[src/rtl/riscv_lsu_mem_master_pkg.sv]
// Shared types and request-legality helpers for the RV32 load/store memory master.
package riscv_mem_pkg;

   typedef enum logic [2:0] {
      F3_B  = 3'd0,
      F3_H  = 3'd1,
      F3_W  = 3'd2,
      F3_BU = 3'd4,
      F3_HU = 3'd5
   } funct3_e;

   typedef enum logic [2:0] {
      IDLE,
      RD_ISSUE,
      RD_WAIT,
      WR_ISSUE,
      RESP
   } lsu_state_e;

   function automatic logic misaligned(input logic [2:0] funct3, input logic [1:0] off);
      logic res;
      case (funct3)
         F3_W:        res = (off != 2'b00);
         F3_H, F3_HU: res = off[0];
         default:     res = 1'b0;
      endcase
      return res;
   endfunction

   // Stores have no unsigned variants, so BU/HU are only legal for loads.
   function automatic logic illegal_funct3(input logic we, input logic [2:0] funct3);
      logic res;
      case (funct3)
         F3_B, F3_H, F3_W: res = 1'b0;
         F3_BU, F3_HU:     res = we;
         default:          res = 1'b1;
      endcase
      return res;
   endfunction

endpackage

[src/rtl/riscv_lsu_mem_master_if.sv]
// Request/response channels plus the single-port ap_memory port of the LSU memory master.
interface riscv_lsu_mem_master_if #(
   parameter int AWIDTH = 5,
   parameter int DWIDTH = 32
);
   logic              req_valid;
   logic              req_ready;
   logic              req_we;
   logic [2:0]        req_funct3;
   logic [31:0]       req_addr;
   logic [31:0]       req_wdata;
   logic              resp_valid;
   logic              resp_ready;
   logic [31:0]       resp_rdata;
   logic              resp_err;
   logic [AWIDTH-1:0] address0;
   logic              ce0;
   logic              we0;
   logic [DWIDTH-1:0] d0;
   logic [DWIDTH-1:0] q0;

   modport master (
      input  req_valid, req_we, req_funct3, req_addr, req_wdata, resp_ready, q0,
      output req_ready, resp_valid, resp_rdata, resp_err, address0, ce0, we0, d0
   );

   modport slave (
      output req_valid, req_we, req_funct3, req_addr, req_wdata, resp_ready, q0,
      input  req_ready, resp_valid, resp_rdata, resp_err, address0, ce0, we0, d0
   );
endinterface

[src/rtl/riscv_lsu_align.sv]
// Combinational lane logic: load extract/extend and sub-word store merge into a read word.
module riscv_lsu_align
   import riscv_mem_pkg::*;
(
   input  logic [2:0]  funct3,
   input  logic [1:0]  byte_off,
   input  logic [31:0] word_in,
   input  logic [31:0] wdata,
   output logic [31:0] load_out,
   output logic [31:0] merge_out
);

   logic [7:0]  lane_byte;
   logic [15:0] lane_half;
   logic [3:0]  byte_en;
   logic [31:0] wdata_rep;

   always_comb begin
      lane_byte = word_in[{byte_off, 3'b000} +: 8];
      lane_half = byte_off[1] ? word_in[31:16] : word_in[15:0];
      case (funct3)
         F3_B:    load_out = {{24{lane_byte[7]}}, lane_byte};
         F3_BU:   load_out = {24'h0, lane_byte};
         F3_H:    load_out = {{16{lane_half[15]}}, lane_half};
         F3_HU:   load_out = {16'h0, lane_half};
         default: load_out = word_in;
      endcase
   end

   // Replicating store data across lanes lets each byte lane pick from one source.
   always_comb begin
      case (funct3)
         F3_B: begin
            wdata_rep = {4{wdata[7:0]}};
            byte_en   = 4'b0001 << byte_off;
         end
         F3_H: begin
            wdata_rep = {2{wdata[15:0]}};
            byte_en   = byte_off[1] ? 4'b1100 : 4'b0011;
         end
         default: begin
            wdata_rep = wdata;
            byte_en   = 4'b1111;
         end
      endcase
   end

   for (genvar gi = 0; gi < 4; gi++) begin : g_lane
      assign merge_out[8*gi +: 8] = byte_en[gi] ? wdata_rep[8*gi +: 8] : word_in[8*gi +: 8];
   end

endmodule

[src/rtl/riscv_lsu_mem_master.sv]
// One-at-a-time RV32 load/store engine driving a single-port word memory, with RMW for SB/SH.
module riscv_lsu_mem_master
   import riscv_mem_pkg::*;
#(
   parameter int DWIDTH     = 32,
   parameter int AWIDTH     = 5,
   parameter int RD_LATENCY = 1
) (
   input logic                   clk,
   input logic                   rst,
   riscv_lsu_mem_master_if.master bus
);

   localparam int CW = (RD_LATENCY > 1) ? $clog2(RD_LATENCY) : 1;

   lsu_state_e        state_q, state_d;
   logic              req_ready_q, req_ready_d;
   logic              resp_valid_q, resp_valid_d;
   logic [31:0]       resp_rdata_q, resp_rdata_d;
   logic              resp_err_q, resp_err_d;
   logic [AWIDTH-1:0] address0_q, address0_d;
   logic              ce0_q, ce0_d;
   logic              we0_q, we0_d;
   logic [DWIDTH-1:0] d0_q, d0_d;
   logic              we_q, we_d;
   logic [2:0]        funct3_q, funct3_d;
   logic [1:0]        off_q, off_d;
   logic [31:0]       wdata_q, wdata_d;
   logic [CW-1:0]     cnt_q, cnt_d;
   logic              acc_err;
   logic [31:0]       load_word;
   logic [31:0]       merge_word;
   logic              unused_addr_bits;

   assign unused_addr_bits = ^bus.req_addr[31:AWIDTH+2];

   riscv_lsu_align u_align (
      .funct3    (funct3_q),
      .byte_off  (off_q),
      .word_in   (bus.q0),
      .wdata     (wdata_q),
      .load_out  (load_word),
      .merge_out (merge_word)
   );

   always_comb begin
      state_d      = state_q;
      req_ready_d  = 1'b0;
      resp_valid_d = resp_valid_q;
      resp_rdata_d = resp_rdata_q;
      resp_err_d   = resp_err_q;
      address0_d   = address0_q;
      ce0_d        = 1'b0;
      we0_d        = 1'b0;
      d0_d         = d0_q;
      we_d         = we_q;
      funct3_d     = funct3_q;
      off_d        = off_q;
      wdata_d      = wdata_q;
      cnt_d        = cnt_q;
      acc_err      = illegal_funct3(bus.req_we, bus.req_funct3) ||
                     misaligned(bus.req_funct3, bus.req_addr[1:0]);

      case (state_q)
         IDLE: begin
            req_ready_d = 1'b1;
            if (bus.req_valid && req_ready_q) begin
               req_ready_d = 1'b0;
               we_d        = bus.req_we;
               funct3_d    = bus.req_funct3;
               off_d       = bus.req_addr[1:0];
               wdata_d     = bus.req_wdata;
               address0_d  = bus.req_addr[AWIDTH+1:2];
               if (acc_err) begin
                  state_d      = RESP;
                  resp_valid_d = 1'b1;
                  resp_err_d   = 1'b1;
                  resp_rdata_d = 32'h0;
               end else if (bus.req_we && (bus.req_funct3 == F3_W)) begin
                  state_d = WR_ISSUE;
                  ce0_d   = 1'b1;
                  we0_d   = 1'b1;
                  d0_d    = bus.req_wdata;
               end else begin
                  state_d = RD_ISSUE;
                  ce0_d   = 1'b1;
               end
            end
         end
         RD_ISSUE: begin
            state_d = RD_WAIT;
            cnt_d   = CW'(RD_LATENCY - 1);
         end
         RD_WAIT: begin
            if (cnt_q == '0) begin
               if (we_q) begin
                  // Sub-word store: write back the read word with only the addressed lanes replaced.
                  state_d = WR_ISSUE;
                  ce0_d   = 1'b1;
                  we0_d   = 1'b1;
                  d0_d    = merge_word;
               end else begin
                  state_d      = RESP;
                  resp_valid_d = 1'b1;
                  resp_err_d   = 1'b0;
                  resp_rdata_d = load_word;
               end
            end else begin
               cnt_d = cnt_q - CW'(1);
            end
         end
         WR_ISSUE: begin
            state_d      = RESP;
            resp_valid_d = 1'b1;
            resp_err_d   = 1'b0;
            resp_rdata_d = 32'h0;
         end
         RESP: begin
            if (bus.resp_ready) begin
               state_d      = IDLE;
               resp_valid_d = 1'b0;
               req_ready_d  = 1'b1;
            end
         end
         default: begin
            state_d = IDLE;
         end
      endcase
   end

   always_ff @(posedge clk) begin
      if (rst) begin
         state_q      <= IDLE;
         req_ready_q  <= 1'b0;
         resp_valid_q <= 1'b0;
         resp_rdata_q <= 32'h0;
         resp_err_q   <= 1'b0;
         address0_q   <= '0;
         ce0_q        <= 1'b0;
         we0_q        <= 1'b0;
         d0_q         <= '0;
         we_q         <= 1'b0;
         funct3_q     <= 3'b000;
         off_q        <= 2'b00;
         wdata_q      <= 32'h0;
         cnt_q        <= '0;
      end else begin
         state_q      <= state_d;
         req_ready_q  <= req_ready_d;
         resp_valid_q <= resp_valid_d;
         resp_rdata_q <= resp_rdata_d;
         resp_err_q   <= resp_err_d;
         address0_q   <= address0_d;
         ce0_q        <= ce0_d;
         we0_q        <= we0_d;
         d0_q         <= d0_d;
         we_q         <= we_d;
         funct3_q     <= funct3_d;
         off_q        <= off_d;
         wdata_q      <= wdata_d;
         cnt_q        <= cnt_d;
      end
   end

   assign bus.req_ready  = req_ready_q;
   assign bus.resp_valid = resp_valid_q;
   assign bus.resp_rdata = resp_rdata_q;
   assign bus.resp_err   = resp_err_q;
   assign bus.address0   = address0_q;
   assign bus.ce0        = ce0_q;
   assign bus.we0        = we0_q;
   assign bus.d0         = d0_q;

endmodule

[src/flat_wrapper.sv]
// flat-port wrapper written by rule: the top's interface ports become plain ports
module riscv_lsu_mem_master_flat import riscv_mem_pkg::*;
#(
   parameter int DWIDTH     = 32,
   parameter int AWIDTH     = 5,
   parameter int RD_LATENCY = 1
)
  (clk, rst, bus_req_valid, bus_req_we, bus_req_funct3, bus_req_addr, bus_req_wdata, bus_resp_ready, bus_q0, bus_req_ready, bus_resp_valid, bus_resp_rdata, bus_resp_err, bus_address0, bus_ce0, bus_we0, bus_d0);
  riscv_lsu_mem_master_if #(.AWIDTH(AWIDTH), .DWIDTH(DWIDTH)) bus_i ();
  input logic clk;
  input logic rst;
  input wire logic [$bits(bus_i.req_valid)-1:0] bus_req_valid;
  input wire logic [$bits(bus_i.req_we)-1:0] bus_req_we;
  input wire logic [$bits(bus_i.req_funct3)-1:0] bus_req_funct3;
  input wire logic [$bits(bus_i.req_addr)-1:0] bus_req_addr;
  input wire logic [$bits(bus_i.req_wdata)-1:0] bus_req_wdata;
  input wire logic [$bits(bus_i.resp_ready)-1:0] bus_resp_ready;
  input wire logic [$bits(bus_i.q0)-1:0] bus_q0;
  output wire logic [$bits(bus_i.req_ready)-1:0] bus_req_ready;
  output wire logic [$bits(bus_i.resp_valid)-1:0] bus_resp_valid;
  output wire logic [$bits(bus_i.resp_rdata)-1:0] bus_resp_rdata;
  output wire logic [$bits(bus_i.resp_err)-1:0] bus_resp_err;
  output wire logic [$bits(bus_i.address0)-1:0] bus_address0;
  output wire logic [$bits(bus_i.ce0)-1:0] bus_ce0;
  output wire logic [$bits(bus_i.we0)-1:0] bus_we0;
  output wire logic [$bits(bus_i.d0)-1:0] bus_d0;
  assign bus_i.req_valid = bus_req_valid;
  assign bus_i.req_we = bus_req_we;
  assign bus_i.req_funct3 = bus_req_funct3;
  assign bus_i.req_addr = bus_req_addr;
  assign bus_i.req_wdata = bus_req_wdata;
  assign bus_i.resp_ready = bus_resp_ready;
  assign bus_i.q0 = bus_q0;
  assign bus_req_ready = bus_i.req_ready;
  assign bus_resp_valid = bus_i.resp_valid;
  assign bus_resp_rdata = bus_i.resp_rdata;
  assign bus_resp_err = bus_i.resp_err;
  assign bus_address0 = bus_i.address0;
  assign bus_ce0 = bus_i.ce0;
  assign bus_we0 = bus_i.we0;
  assign bus_d0 = bus_i.d0;
  riscv_lsu_mem_master #(.DWIDTH(DWIDTH), .AWIDTH(AWIDTH), .RD_LATENCY(RD_LATENCY)) u_core (.clk(clk), .rst(rst), .bus(bus_i));
endmodule
[config.mk]
export PLATFORM = sky130hd
export DESIGN_NAME = riscv_lsu_mem_master_flat
export DESIGN_NICKNAME = d
export VERILOG_FILES = /design/src/rtl/riscv_lsu_mem_master_pkg.sv /design/src/rtl/riscv_lsu_mem_master_if.sv /design/src/rtl/riscv_lsu_align.sv /design/src/rtl/riscv_lsu_mem_master.sv /design/src/flat_wrapper.sv
export SDC_FILE = /design/constraint.sdc
export NUM_CORES = 1
export LEC_CHECK = 0
export ABC_AREA = 1
export BUFFER_PORTS_ARGS = -buffer_cell sky130_fd_sc_hd__clkbuf_2
export CORE_MARGIN = 2
export CORE_UTILIZATION = 33
export CTS_CLUSTER_DIAMETER = 80
export CTS_CLUSTER_SIZE = 10
export DETAILED_ROUTE_END_ITERATION = 7
export GPL_ROUTABILITY_DRIVEN = 0
export PLACE_DENSITY = 0.52
export SLEW_MARGIN = 40
export SYNTH_ARGS = -nofsm -noshare
export SYNTH_HDL_FRONTEND = slang
export SYNTH_SLANG_ARGS = --single-unit
[constraint.sdc]
create_clock -name clk -period 1.6 [get_ports clk]
set_clock_uncertainty 0.15 [all_clocks]
set_input_delay 0.32 -clock clk [delete_from_list [all_inputs] [get_ports clk]]
set_output_delay 0.32 -clock clk [all_outputs]
set_load 0.005 [all_outputs]
== Yosys cells after proc, flatten, opt, wreduce, memory -nomap -nowiden ==
Index checks and enable logic that the tools add are counted.
Word-level totals
  register bits after elaboration: 116
  word-level logic and storage cells: 107
  bits of input ports: 104
Cells by class
  eq/ne operators: 19
  add/sub/neg operators: 1
  mux-type cells: 52
  shifts and indexed selects: 2
  reduce and logical (&&, ||, !) cells: 19
Operators with widths (number)
  $mux 32: 9
  $pmux 32 s2: 2
  $pmux 32 s4: 1
  $pmux 32 s3: 1
  $mux 8: 4
  $shiftx 32x6->8: 1
  $mux 1: 17
  $mux 16: 1
  $eq 3x3->1 const B: 5
  $mux 3: 5
  $pmux 3 s5: 1
  $pmux 1 s2: 6
  $reduce_and 6->1: 2
  $eq 3x1->1 const B: 3
  $eq 3x2->1 const B: 3
  $logic_not 3->1: 3
  $ne 2x1->1 const B: 4
  $ne 2x2->1 const B: 4
  $pmux 4 s2: 1
  $reduce_bool 2->1: 3
  $reduce_and 5->1: 1
  $mux 4: 1
  $pmux 1 s4: 1
  $reduce_bool 4->1: 1
  other kinds (11): 13

== Logic depth before layout (Yosys ltp) ==
Gate-level depths: netlist of run 1.
  depth after elaboration: 7
  depth in mapped cells: 12

== Modules after synthesis ==
Synthesis of run 1 repeated with hierarchy kept, for this count alone.
Second synthesis, totals
  cell total of the unflattened synthesis: 1102
  area, all modules: 6630.1 um^2
Modules (own cells, without submodules)
  riscv_lsu_mem_master: cells an instance 773, area each 5121.2 um^2, instances 1, seq. area each 2302.2 um^2
  riscv_lsu_align: cells an instance 329, area each 1508.9 um^2, instances 1, seq. area each 0.0 um^2

== Worst setup path before layout of run 1 ==
OpenSTA, ideal clock, no wires.
  kind: flip-flop to flip-flop
  from: reg u_core.funct3_q[1]
  to: reg u_core.d0_q[18], in the netlist u_core.bus.d0[18]
  stages on the path, launching flop included: 12
  setup slack: -0.040 ns
  arrival time: 1.379 ns
  clock period less this slack: 1.640 ns
  cells stage by stage: dfxtp_1 buf_2 nor2_4 nand2_2 buf_4 buf_4 nand3_1 nand2_1 nor2_1 nor2_1 nor2_1 nor2_1
Between the ends
  cells in the longest elaborated chain, start to end: 6
  elaborated cells on any way between the ends: 8
RTL lines
  start: declaration: RTL line riscv_lsu_mem_master.sv:26  | logic [2:0] funct3_q, funct3_d;
  start signal: assignment: RTL line riscv_lsu_mem_master.sv:158  | funct3_q <= funct3_d;
  $eq 3x1->1 / $logic_not 3->1 (equally long branches): RTL line riscv_lsu_align.sv:32  | case (funct3)
  $pmux 32 s2 / $pmux 4 s2 (equally long branches): RTL line riscv_lsu_align.sv:32
  $mux 8 *: RTL line riscv_lsu_align.sv:49  | assign merge_out[8*gi +: 8] = byte_en[gi] ? wdata_rep[8*gi +: 8] : word_in[8*gi +: 8];
  $mux 32 *: RTL line riscv_lsu_mem_master.sv:96  | if (we_q) begin
  $mux 32 *: RTL line riscv_lsu_mem_master.sv:95  | if (cnt_q == '0) begin
  $pmux 32 s2 *: RTL line riscv_lsu_mem_master.sv:64  | case (state_q)
  end signal: assignment: RTL line riscv_lsu_mem_master.sv:141  | d0_q <= '0;
  end signal: assignment: RTL line riscv_lsu_mem_master.sv:156  | d0_q <= d0_d;
  end: declaration: RTL line riscv_lsu_mem_master.sv:24  | logic [DWIDTH-1:0] d0_q, d0_d;
Mark *: on every way between the ends. The rest lies on a longest branch, timed or not. The select of a mux whose other input is x is not followed.
A chain may end at the register's enable or synchronous reset.

== Worst setup path in the final report of run 1 ==
  from: reg u_core.state_q[0]
  to: reg u_core.d0_q[25], in the netlist u_core.bus.d0[25]
Between the ends
  cells in the longest elaborated chain, start to end: 3
  elaborated cells on any way between the ends: 10
RTL lines
  start: declaration: RTL line riscv_lsu_mem_master.sv:16  | lsu_state_e state_q, state_d;
  start signal: assignment: RTL line riscv_lsu_mem_master.sv:148  | state_q <= state_d;
  $eq 3x2->1 / $logic_not 3->1 (equally long branches): RTL line riscv_lsu_mem_master.sv:64
  $ne 2x1->1 (no line) (tied with other cells)
  $reduce_and 6->1 (no line)
Parallel ways exist; a longest one is shown, timed or not.

==> impl_metrics.csv, run 1 <==
group,metric,value,unit
timing,setup_tns,-4.58,ns
route,drc,0,
floorplanning,rows,52,
critical_path,r2r-start,"u_core.state_q[0]$_SDFFE_PP0P_",
floorplanning,dieArea,21600,um2
logic_synthesis,synthCells,1102,
global_routing,grt_pass1_vias,7055,
logic_synthesis,synth_nets,1206,
job,maxCapViolations,0,
critical_path,max_stage_delay,0.36,ns
global_routing,grt_pass1_wl,37700,um
critical_path,worst_setup_path_start_kind,"flop",
layout,fill_cells,2110,
power,p_per_area,1210,nW/um2
cts,worstSkewPairLatency,0.43,ns
logic_synthesis,syn-cell-area,6740,um2
layout,diodes,0,
logic_synthesis,synthTopCellsByArea,"dfxtp_1, nand2_1, nor2_1",
logic_synthesis,yosysMostFrequentCell,"nand2_1",
timing,slew_headroom,74.8,%
logic_synthesis,yosysTopAreaCell,"dfxtp_1",
logic_synthesis,netlist_top_cells_count,"nand2_1, nor2_1, inv_1",
cts,clockRootBuffer,"clkbuf_16",
global_routing,grt-ovfl-total,0,
critical_path,worstPathArrival,1.87,ns
logic_synthesis,seq_area_frac_synth,34.2,%
cts,cts-htree-levels,4,
critical_path,cpMaxStageDelayCell,"dfxtp_4",
placed_design,dp_hpwl,17200,um
floorplanning,fp.dieH,147,um
critical_path,critical_path.most_common_cell,"nor2_4",
logic_synthesis,synth_seq_cells,115,
critical_path,end_kind,"flop",
layout,syn_to_final_growth,49.8,%
cts,cts-buffers-inserted,17,
run_status,status,"finished, violations left",
timing,finalCriticalPeriod,1.70,ns
logic_synthesis,synth_edf_count,0,
timing,slew_violations,0,
global_routing,grt_max_degree,66,
layout,nets,1455,
logic_synthesis,synth_area_per_cell,6.12,um2
critical_path,path_depth,10,
critical_path,cpLargestDelayFamily,"simple AND/OR/NAND/NOR gates",
cts,path_clk_slew,0.05,ns
floorplanning,core,20200,um2
critical_path,r2r_end,"u_core.bus.d0[25]$_SDFFE_PP0P_",
layout,layout-drive-gt1-share,32.3,%
timing,hold_viol,0,
critical_path,worst-path-buf-inv,2,
global_routing,antenna_found_initial,0,
timing,fmax,589,MHz
power,finalPower,12.2,mW
run_status,violations,"setup timing",
critical_path,cp_data_required_time,1.77,ns
layout,final_util,50.1,%
logic_synthesis,synth_cell_types,31,
layout,stdcell_count,1634,
critical_path,reg2reg_slack,-0.1,ns
critical_path,path_cells,"nor2_4 > nand2_4 > nor2_4 > buf_6 > nand4_4 > buf_12 > nand2_8 > nand2_4 > nor2_4 > nor2_1",
critical_path,crit_path_start,"u_core.state_q[0]$_SDFFE_PP0P_",
cts,tritoncts,"done",
route,drtIter0Drc,636,
timing,timing.final.ws_setup,-0.0965,ns
critical_path,endpoint,"u_core.bus.d0[25]$_SDFFE_PP0P_",
hold_path,worst_hold_path_type,"in -> reg",
floorplanning,start_util,33.4,%
route,vias,7803,
floorplanning,die_w,147,um
floorplanning,pin_count,178,
route,drt-pass1-iter-count,8,
logic_synthesis,synth_flop_cell,"dfxtp_1",
placed_design,numPortBuffers,152,
logic_synthesis,synth_top_cell_area_share,34.2,%
cts,cts_sinks,115,
timing,rsz0062_at_grt,"yes",
power,ir_drop,844,uV
power,leakage,5.05,nW
timing,setup_viol,89,
critical_path,r2r_cells,10,
critical_path,crit_type,"reg -> reg",
timing,tightest_slew,0.378,ns
route,routedWlPerCell,16.3,um
route,wirelength,26600,um
logic_synthesis,synth_warnings,0,
timing,period_share,106,%
route,ant_nets,0,
placed_design,dp.cells,1551,
route,via_per_inst,4.78,
critical_path,crit_path_max_fanout,7,
logic_synthesis,synth-async-reset-ratio,0,%
cts,cts_buffer_depth,2,
global_routing,gr-usage-all-layers,22.2,%
## worst min path at each step
stage          slack (ns)  cells past startpoint                                 end                                from
6_report             0.01                      3      u_core.wdata_q[2]$_SDFFE_PP0P_                    bus_req_wdata[2]
5_1_grt             0.007                      3     u_core.wdata_q[25]$_SDFFE_PP0P_                   bus_req_wdata[25]
3_3_place_gp         0.29                      2  u_core.bus.resp_valid$_SDFFE_PP0P_  u_core.bus.resp_valid$_SDFFE_PP0P_
2_1_floorplan        0.25                      1           u_core.bus.ce0$_SDFF_PP0_                                 rst
3_5_place_dp         0.29                      2  u_core.bus.resp_valid$_SDFFE_PP0P_  u_core.bus.resp_valid$_SDFFE_PP0P_
4_1_cts            0.0003                      3      u_core.wdata_q[1]$_SDFFE_PP0P_                    bus_req_wdata[1]
## cell type report
type / instances / area [um2] / area share (%)
Inverter: 126 / 489 / 4.85
Tap cell: 270 / 338 / 3.35
Clock inverter: 9 / 126 / 1.25
Sequential cell: 115 / 2320 / 23.0
Timing Repair Buffer: 286 / 2260 / 22.3
Multi-Input combinational cell: 805 / 4080 / 40.4
Clock buffer: 23 / 488 / 4.83
## repair_timing
item | CTS | global route
hold endpoints to repair | 17 | 0
setup buffers | 9 | 11
hold buffers | 17 | 0
gates cloned | 3 | 13
pin swaps | 3 | 51
endpoints found under the setup margin | 103 | 109
gates resized for setup | 23 | 148
## cells by family after synthesis
family | after synthesis | synth area share, %
compound gates | 149 | 12.6
buf+inv | 186 | 12.2
flops | 115 | 34.2
simple gates | 652 | 41.1
## report_power, final
part / total (mW) / internal, mW / switching, mW
logic: 4.63 / 2.02 / 2.60
registers: 3.59 / 3.31 / 0.286
clock network: 4.02 / 2.60 / 1.42
total: 12.2 / 7.94 / 4.31
## tightest hold or removal path: cells and delay by family
kind	cells	cell delay, ns
buffers and inverters	1	0.11
and+or+nand+nor	2	0.12
## placed cells by master (no fill, tap or decap), drive strengths merged, types with 5 or more instances in the layout
cell type / Yosys / final
dfxtp: 115 / 115
nand2: 337 / 340
nand4: 17 / 17
buf: 40 / 108
dlygate4sd3: 0 / 17
a21oi: 76 / 76
nor2: 214 / 214
clkbuf: 20 / 184
o21ai: 66 / 66
clkinv: 0 / 5
o211ai: 6 / 6
inv: 126 / 125
nand3: 80 / 81
## metrics by stage
stage / setup WS [ns] / hold slack (ns) / instance area, um2
global placement: -0.177 / 0.294 / 8260
global route: -0.184 / 0.00721 / 10100
finish: -0.0965 / 0.0145 / 10100
CTS: -0.0596 / 0.000270 / 9270
floorplan: 0.00147 / 0.246 / 6760
detailed placement: -0.187 / 0.290 / 8260
## layer usage
| layer | GRT usage, % | vias to the layer above | part of all wire (%) |
|---|---|---|---|
| met4 | 7.21 | 0 | 2.3 |
| met3 | 4.29 | 45 | 6.9 |
| met2 | 35.4 | 290 | 45 |
| met1 | 30.3 | 3514 | 46 |
| li1 | - | 3954 | - |
| met5 | 0 | - | 0 |
## state kept, by name, indices dropped and copies added, names as in the netlist, 2 cells and up
signal                 cells
u_core.off_q               2
u_core.wdata_q            32
u_core.state_q             3
u_core.bus.address0        5
u_core.bus.d0             32
u_core.funct3_q            3
u_core.bus.resp_rdata     32
Note: power is estimated with default switching activity, not from simulation.
==> run 2: changes to the inputs <==
Settings changed: ABC_AREA 1 to not set, PLACE_DENSITY 0.52 to 0.53.
==> run 2 against run 1 <==
The run still ends with setup timing left; combinational power shrank 65%; first-iteration DRC count shrank 20%; maximum frequency shrank 6.6%; non-clock buffer count grew 37; largest cell class unchanged; largest power group is now clock.
==> impl_metrics.csv, run 2 <==
group,metric,value,unit
logic_synthesis,synth_warnings,0,
cts,path_clk_slew,0.06,ns
global_routing,grt-ovfl-total,0,
hold_path,whs_path_depth,3,
critical_path,cp_data_required_time,1.74,ns
timing,tightest_slew,0.738,ns
route,ant_nets,0,
cts,worstSkewPairLatency,0.42,ns
critical_path,crit_path_max_fanout,8,
route,drtIter0Drc,507,
route,routedWlPerCell,20.2,um
power,p_per_area,851,nW/um2
critical_path,worstPathArrival,1.96,ns
run_status,status,"finished, violations left",
layout,diodes,0,
route,wirelength,25100,um
critical_path,worst-path-buf-inv,2,
job,maxCapViolations,0,
hold_path,min_to,"u_core.wdata_q[1]$_SDFFE_PP0P_",
logic_synthesis,syn-cell-area,6050,um2
route,drc,0,
timing,hold_ws,0.00980,ns
timing,hold_viol,0,
run_status,violations,"setup timing",
layout,final_common_cell,"clkbuf_2",
logic_synthesis,yosysTopAreaCell,"dfxtp_1",
global_routing,gr-usage-all-layers,23.5,%
logic_synthesis,synthTopCellsByArea,"dfxtp_1, nand2_1, a21oi_1",
timing,finalCriticalPeriod,1.82,ns
timing,slew_headroom,50.8,%
critical_path,crit_type,"in -> reg",
timing,fmax,550,MHz
floorplanning,core,18000,um2
logic_synthesis,netlist_top_cells_count,"dfxtp_1, nand2_1, a21oi_1",
placed_design,post_dp_cell_area,7830,um2
critical_path,r2r_end,"u_core.bus.resp_rdata[29]$_SDFFE_PP0P_",
layout,stdcell_count,1243,
logic_synthesis,synth_top_cell_area_share,38.0,%
power,leakage,4.03,nW
critical_path,reg2reg_slack,-0.17,ns
cts,cts-htree-levels,4,
floorplanning,pin_count,178,
power,finalPower,8.50,mW
layout,layout_common_cells,"clkbuf_2, dfxtp_1, nand2_1",
cts,cts_sinks,115,
logic_synthesis,synth_edf_count,0,
cts,cts_buffer_depth,2,
logic_synthesis,synth_flop_cell,"dfxtp_1",
layout,syn_to_final_growth,65.0,%
cts,clockRootBuffer,"clkbuf_16",
timing,rsz0062_at_grt,"yes",
critical_path,r2r-start,"u_core.off_q[1]$_SDFFE_PP0P_",
floorplanning,start_util,33.7,%
layout,layout-drive-gt1-share,47.6,%
critical_path,cpLargestDelayFamily,"compound AO/OA/AOI/OAI gates",
critical_path,end_kind,"flop",
cts,cts-buffers-inserted,17,
logic_synthesis,yosysMostFrequentCell,"dfxtp_1",
timing,timing.final.ws_setup,-0.217,ns
timing,period_share,114,%
logic_synthesis,synth_area_per_cell,8.32,um2
placed_design,numPortBuffers,152,
floorplanning,dieArea,19400,um2
logic_synthesis,synth_seq_cells,115,
logic_synthesis,synth_cell_types,56,
critical_path,cpMaxStageDelayCell,"or4_4",
hold_path,worst_hold_path_type,"in -> reg",
placed_design,dp.cells,1150,
global_routing,antenna_found_initial,0,
route,via_per_inst,5.54,
global_routing,grt_pass1_wl,35600,um
power,ir_drop,774,uV
timing,slew_violations,0,
floorplanning,rows,49,
floorplanning,fp.dieH,139,um
logic_synthesis,synth_nets,832,
critical_path,worst_setup_path_start_kind,"input pin",
hold_path,hold_path_startpoint,"bus_req_wdata[1]",
layout,stdcell_area,9990,um2
global_routing,grt_max_degree,53,
layout,nets,1105,
logic_synthesis,seq_area_frac_synth,38.0,%
timing,setup_viol,110,
critical_path,r2r_cells,6,
floorplanning,die_w,139,um
route,drt-pass1-iter-count,5,
logic_synthesis,synth-async-reset-ratio,0,%
placed_design,dp_hpwl,16100,um
critical_path,max_stage_delay,0.58,ns
critical_path,path_cells,"buf_6 > or4_4 > o31a_4 > buf_12 > o211ai_1 > o41ai_4",
cts,tritoncts,"done",
layout,final_util,55.6,%
global_routing,grt_pass1_vias,6427,
logic_synthesis,synthCells,728,
route,vias,6885,
[run 2: changes by cell type in the layout (fill, tap and decap cells not counted), sizes merged, moves of 13 or more]
cell | previous run | this run
nand3 | 81 | 10
and2 | 0 | 14
o21ai | 66 | 36
o32ai | 0 | 23
nand2b | 0 | 20
mux2 | 0 | 13
inv | 125 | 27
a221oi | 0 | 16
nor2 | 214 | 40
buf | 108 | 145
nand2 | 340 | 112
a311oi | 0 | 16
[run 2: worst min-delay path, delay by kind of cell]
kind                   cells  cell delay [ns]
AOI/OAI and AO/OA          1             0.05
and+or+nand+nor            1             0.05
buffers and inverters      1             0.11
[run 2: worst max-delay path by stage]
stage / from / to / slack, ns / cells past startpoint
floorplan: bus_req_funct3[0] / u_core.bus.resp_rdata[16]$_SDFFE_PP0P_ / -0.43 / 6
global placement: bus_req_funct3[0] / u_core.bus.d0[19]$_SDFFE_PP0P_ / -0.49 / 6
detailed placement: bus_req_funct3[0] / u_core.bus.d0[16]$_SDFFE_PP0P_ / -0.51 / 6
CTS: u_core.funct3_q[0]$_SDFFE_PP0P_ / u_core.bus.d0[14]$_SDFFE_PP0P_ / -0.16 / 5
global route: bus_req_addr[1] / u_core.bus.d0[28]$_SDFFE_PP0P_ / -0.24 / 6
finish: bus_req_addr[1] / u_core.bus.d0[28]$_SDFFE_PP0P_ / -0.22 / 6
[run 2: timing repair]
item                                   CTS  global route
pin swaps                               16            30
buffers inserted                        15             7
gates resized for setup                 85           111
setup endpoints to repair              103           108
gates cloned                             8             9
endpoints found under the hold margin   24             0
hold buffers                            24             0
[run 2: per-layer routing]
layer / track usage, % / up-vias / wire, um
met1: 29.6 / 3341 / 10500
met3: 4.71 / 41 / 1450
met5: 0 / - / 0
met4: 8.40 / 0 / 664
li1: - / 3240 / -
met2: 39.9 / 263 / 12500
[run 2: stage by stage]
step | setup slack, ns | setup TNS (ns)
finish | -0.217 | -12.44
global route | -0.243 | -17.14
CTS | -0.162 | -10.25
detailed placement | -0.507 | -32.66
global placement | -0.494 | -31.67
floorplan | -0.431 | -24.86
[run 2: logic make-up after synthesis]
kind of cell	after synthesis	share of synthesized area [%]
buffers and inverters	100	7.17
AOI/OAI and AO/OA	244	30.9
muxes	24	4.24
DFF	115	38.0
and+or+nand+nor	245	19.7
[run 2: cell type report]
| cell class | instances | area (um2) |
|---|---|---|
| sequential | 115 | 2320 |
| fill | 1607 | 7970 |
| timing repair buffer | 323 | 2630 |
| tap | 229 | 287 |
| multi-input combinational | 514 | 4050 |
| clock inverter | 9 | 103 |
| timing repair inverter | 1 | 7.51 |
| inverter | 29 | 113 |
| clock buffer | 23 | 488 |
[run 2: power by group]
group / internal, mW / switching [mW] / total [mW]
Clock: 2.44 / 1.41 / 3.85
Sequential: 2.94 / 0.0707 / 3.01
Combinational: 0.773 / 0.867 / 1.64
Total: 6.15 / 2.35 / 8.50
